## src/rtl/signal_gen.sv

```systemverilog
// Serial pattern generator: shifts a latched pattern out MSB-first, repeated rep_cnt_in times.
// Define SIGNAL_GEN_GAP_EN to insert one idle GAP cycle between consecutive repetitions.
module signal_gen #(
    parameter int PATTERN_W = 8,
    parameter int CNT_W     = 4
) (
    input  logic                 clk,
    input  logic                 rst_n,
    input  logic                 start,
    input  logic [PATTERN_W-1:0] pattern_in,
    input  logic [CNT_W-1:0]     rep_cnt_in,
    input  logic                 abort,
    output logic                 signal_out,
    output logic                 en_out,
    output logic                 busy,
    output logic                 done,
    output logic                 aborted,
    output logic [1:0]           state_dbg
);

    localparam int IDX_W = (PATTERN_W > 1) ? $clog2(PATTERN_W) : 1;
    localparam logic [IDX_W-1:0] IDX_TOP  = IDX_W'(PATTERN_W - 1);
    localparam logic [IDX_W-1:0] IDX_NEXT = IDX_W'(PATTERN_W - 2);

`ifdef SIGNAL_GEN_GAP_EN
    typedef enum logic [1:0] {IDLE = 2'd0, SHIFT = 2'd1, GAP = 2'd2} state_t;
`else
    typedef enum logic [1:0] {IDLE = 2'd0, SHIFT = 2'd1} state_t;
`endif

    state_t                 state_q, state_d;
    logic [PATTERN_W-1:0]   pat_q, pat_d;
    logic [CNT_W-1:0]       rep_q, rep_d;
    logic [IDX_W-1:0]       bit_q, bit_d;
    logic                   sig_q, sig_d;
    logic                   en_q, en_d;
    logic                   busy_q, busy_d;
    logic                   done_q, done_d;
    logic                   aborted_q, aborted_d;

    // Handshake: start is a level request with no ready; it is honoured only in IDLE with
    // rep_cnt_in != 0 and no abort, and pattern/count are captured on that edge only.
    // bit_q holds the index of the next bit to drive; IDX_TOP in SHIFT means bit 0 is on the line.
    always_comb begin
        state_d   = state_q;
        pat_d     = pat_q;
        rep_d     = rep_q;
        bit_d     = bit_q;
        sig_d     = 1'b0;
        en_d      = 1'b0;
        busy_d    = 1'b0;
        done_d    = 1'b0;
        aborted_d = 1'b0;
        case (state_q)
            IDLE: begin
                if (!abort && start && (rep_cnt_in != '0)) begin
                    pat_d   = pattern_in;
                    rep_d   = rep_cnt_in;
                    sig_d   = pattern_in[PATTERN_W-1];
                    en_d    = 1'b1;
                    busy_d  = 1'b1;
                    bit_d   = IDX_NEXT;
                    state_d = SHIFT;
                end
            end
            SHIFT: begin
                if (abort) begin
                    aborted_d = 1'b1;
                    state_d   = IDLE;
                end else if (bit_q == IDX_TOP) begin
                    if (rep_q > CNT_W'(1)) begin
                        rep_d  = rep_q - CNT_W'(1);
                        busy_d = 1'b1;
`ifdef SIGNAL_GEN_GAP_EN
                        state_d = GAP;
`else
                        sig_d = pat_q[PATTERN_W-1];
                        en_d  = 1'b1;
                        bit_d = IDX_NEXT;
`endif
                    end else begin
                        done_d  = 1'b1;
                        state_d = IDLE;
                    end
                end else begin
                    sig_d  = pat_q[bit_q];
                    en_d   = 1'b1;
                    busy_d = 1'b1;
                    bit_d  = (bit_q == '0) ? IDX_TOP : bit_q - IDX_W'(1);
                end
            end
`ifdef SIGNAL_GEN_GAP_EN
            GAP: begin
                if (abort) begin
                    aborted_d = 1'b1;
                    state_d   = IDLE;
                end else begin
                    sig_d   = pat_q[PATTERN_W-1];
                    en_d    = 1'b1;
                    busy_d  = 1'b1;
                    bit_d   = IDX_NEXT;
                    state_d = SHIFT;
                end
            end
`endif
            default: state_d = IDLE;
        endcase
    end

    always_ff @(posedge clk or negedge rst_n) begin
        if (!rst_n) begin
            state_q   <= IDLE;
            pat_q     <= '0;
            rep_q     <= '0;
            bit_q     <= '0;
            sig_q     <= 1'b0;
            en_q      <= 1'b0;
            busy_q    <= 1'b0;
            done_q    <= 1'b0;
            aborted_q <= 1'b0;
        end else begin
            state_q   <= state_d;
            pat_q     <= pat_d;
            rep_q     <= rep_d;
            bit_q     <= bit_d;
            sig_q     <= sig_d;
            en_q      <= en_d;
            busy_q    <= busy_d;
            done_q    <= done_d;
            aborted_q <= aborted_d;
        end
    end

    assign signal_out = sig_q;
    assign en_out     = en_q;
    assign busy       = busy_q;
    assign done       = done_q;
    assign aborted    = aborted_q;
    assign state_dbg  = state_q;

endmodule

```

## config.mk

```make
export PLATFORM = sky130hd
export DESIGN_NAME = signal_gen
export DESIGN_NICKNAME = d
export VERILOG_FILES = /design/src/rtl/signal_gen.sv
export SDC_FILE = /design/constraint.sdc
export NUM_CORES = 1
export LEC_CHECK = 0
export CAP_MARGIN = 20
export CORE_UTILIZATION = 35
export DETAILED_ROUTE_END_ITERATION = 8
export GPL_ROUTABILITY_DRIVEN = 0
export HOLD_SLACK_MARGIN = 0.05
export SLEW_MARGIN = 40
export SYNTH_ARGS = -nofsm -noshare
export SYNTH_HDL_FRONTEND = slang
export SYNTH_SLANG_ARGS = --single-unit
```

## constraint.sdc

```tcl
create_clock -name clk -period 1.63 [get_ports clk]
set_clock_uncertainty 0.1 [all_clocks]
set_input_delay 0.2445 -clock clk [delete_from_list [all_inputs] [get_ports clk]]
set_output_delay 0.2445 -clock clk [all_outputs]
set_load 0.005 [all_outputs]
```

==> impl_metrics.env <==
export IMPL_yosys_cell_count_top_type="dfrtp_1"
export IMPL_diodes=0
export IMPL_yosys_area_share_adder=0.03282
export IMPL_synth_top_family_by_area="simple AND/OR/NAND/NOR gates"
export IMPL_synth_commonest_cells="dfrtp_1, nand2_1, mux2_2, inv_1, nor2_1"
export IMPL_final_hold_viol_count=0
export IMPL_ir_worst_vdd_mv=0.4081
export IMPL_post_route_period_util=0.9901
export IMPL_synth_edff_count=0
export IMPL_crit_arrival_ns=1.74
export IMPL_dpl_instance_area_mm2=0.001479
export IMPL_start_util=0.3715
export IMPL_timing_rr_start="rep_q[1]"
export IMPL_synthesis_area_mm2=0.001144
export IMPL_power_total_mw=1.743
export IMPL_cts_buffer_depth=2
export IMPL_powerDensity_mw_per_mm2=1080
export IMPL_yosys_area_top_type="dfrtp_1"
export IMPL_ys_seq_area_frac=0.4376
export IMPL_cts_sinks=20
export IMPL_dieHeight_um=59.16
export IMPL_yosysWarnings=0
export IMPL_synthMuxAreaShare=0.1652
export IMPL_holdWs_ns=0.1490
export IMPL_synth_top_area_frac=0.4376
export IMPL_finalMaxSlewViolations=0
export IMPL_dieArea_mm2=0.003500
export IMPL_status="complete, no violations"
export IMPL_drtPass1Iterations=4
export IMPL_wl_um=2486
export IMPL_post_place_ws_ns=-0.4381
export IMPL_portBuffers=21
export IMPL_post_route_util=0.5244
export IMPL_p_leak_nw=0.6995
export IMPL_synthXorXnorAreaFrac=0
export IMPL_r2r_end="rep_q[0]"
export IMPL_viasPerCell=4.904
export IMPL_synthArstFlopShare=1.000
export IMPL_endpoint_kind="flip-flop"
export IMPL_cts_root_buf="clkbuf_4"
export IMPL_min_path_type="input port to async pin"
export IMPL_reg2reg_slack_ns=0.02
export IMPL_fin_crit_ns=1.614
export IMPL_dp_hpwl_um=1793
export IMPL_grt_antenna_before_repair=0
export IMPL_cts_tree="yes"
export IMPL_synth_compound_area_frac=0.1149
export IMPL_drc=0
export IMPL_critPathKind="flip-flop to flip-flop"
export IMPL_fmax_mhz=619.6
export IMPL_worst_slack_ns=0.01612
export IMPL_grt_pass1_vias=894
export IMPL_synthSimpleGateAreaFrac=0.1794
export IMPL_worst_ep_required_time_ns=1.76
export IMPL_io_pins=23
export IMPL_grt_overflow=0
export IMPL_synthTopCellsByArea="dfrtp_1, mux2_2, mux2i_1, buf_4, ha_1"
export IMPL_wl_per_cell_um=13.22
export IMPL_drv_cap=0
export IMPL_area_delta_synth_final_pct=41.14
export IMPL_rsz0062_at_grt="yes"
export IMPL_crit_path_start_kind="flip-flop"
export IMPL_rr_worst_depth=6
export IMPL_fin_nets=164
export IMPL_synth_seq_cells=20
export IMPL_synth_nets=127
export IMPL_synth_cell_types=36
export IMPL_grt_pass1_wl_um=4167
export IMPL_finalSetupViolCount=0
export IMPL_final_cell_area_mm2=0.001614
export IMPL_coreArea_mm2=0.003078
export IMPL_numCtsBuffers=3
export IMPL_drt_iter0_drc=17
export IMPL_path_clk_slew_ns=0.12
export IMPL_synth_ff_type="dfrtp_1"
export IMPL_final_antenna_net_count=0
export IMPL_vias=922
export IMPL_syn_inst=108
export IMPL_htreeDepth=1
export IMPL_syn_avg_cell_area_um2=10.59
export IMPL_grt_start_max_net_pins=21
export IMPL_die_width_um=59.16
export IMPL_clk_insertion_delay_late_ns=0.31
export IMPL_crit_fanout=4
export IMPL_grt_use_total=0.1634
export IMPL_placement_rows=20
export IMPL_drive_gt1_frac=0.3264
## cells in the final DEF (no fill, tap or decap), types with 2 or more instances in the layout
cell / synthesis / layout
dfrtp_1: 20 / 19
clkdlybuf4s50_1: 0 / 18
buf_4: 5 / 18
nand2_1: 10 / 10
mux2_2: 9 / 8
nor2_1: 7 / 6
inv_1: 7 / 5
o21ai_0: 5 / 5
mux2i_1: 5 / 5
nand2b_1: 3 / 3
clkbuf_4: 0 / 3
dlygate4sd2_1: 0 / 3
inv_2: 0 / 2
and2_1: 2 / 2
o21bai_1: 2 / 2
or3_1: 2 / 2
nor3_1: 2 / 2
mux2_4: 1 / 2
o211ai_1: 2 / 2
## flip-flops by register name, summed over array words and instances, names as in the netlist
name	flops
pat_q	8
rep_q	4
busy	1
done	1
bit_q	3
aborted	1
state_dbg	1
signal_out	1
## metal layers
layer	wire, um	track usage
met2	1167	0.2581
met1	1201	0.2213
met4	58	0.07143
met5	0	0
met3	58	0.02620
## critical path: stages (launching register included)
cell and delay, ns:
dfrtp_1 0.41, inv_2 0.08, ha_2 0.19, nor2_4 0.05, o31a_1 0.28, mux2_4 0.31
o211ai_1 0.10
## kinds of logic after synthesis
logic type | count (synthesis)
AND/OR/NAND/NOR | 35
flip-flops | 20
AO/OA/AOI/OAI | 18
multiplexers | 16
buffers and inverters | 15
adder cells (fa/ha/maj) | 3
other | 1
## power breakdown
part | internal [mW] | leakage [nW] | switching [mW]
Sequential | 0.603 | 0.236 | 0.105
Clock | 0.249 | 0.0279 | 0.168
Combinational | 0.346 | 0.435 | 0.272
Total | 1.20 | 0.700 | 0.545
## final cells by class
| type | instances | area (um^2) |
|---|---|---|
| fill | 295 | 1464 |
| timing repair buffer | 40 | 352.8 |
| multi-input combinational | 73 | 625.6 |
| sequential | 20 | 501.7 |
| tap | 44 | 55.05 |
| clock inverter | 1 | 30.03 |
| inverter | 7 | 26.28 |
| clock buffer | 3 | 22.52 |
## worst max-delay path by stage
stage,from,to,slack [ns],cells past startpoint
finish,rep_q[1],rep_q[0],0.02,6
global route,rep_q[1],rep_q[0],-0.05,6
CTS,rep_q[1],rep_q[0],0.002,6
detailed placement,rep_cnt_in[1],pat_q[5],-0.44,4
global placement,rep_cnt_in[1],pat_q[1],-0.69,4
floorplan,rep_q[0],rep_q[0],0.02,6
## metrics by stage
step | instances | TNS (ns)
after floorplan | 108 | 0
after global placement | 179 | -9.360
after detailed placement | 179 | -6.282
after CTS | 187 | 0
after global routing | 188 | -0.06728
final | 188 | 0
## what timing repair did
item,4_1_cts,5_1_grt
hold endpoints to repair,0,0
hold buffers,0,0
setup buffers,4,1
endpoints found under the setup margin,15,7
gates resized for setup,11,5
cloned,0,0
pin swaps,4,4
Note: power is estimated with default switching activity, not from simulation.
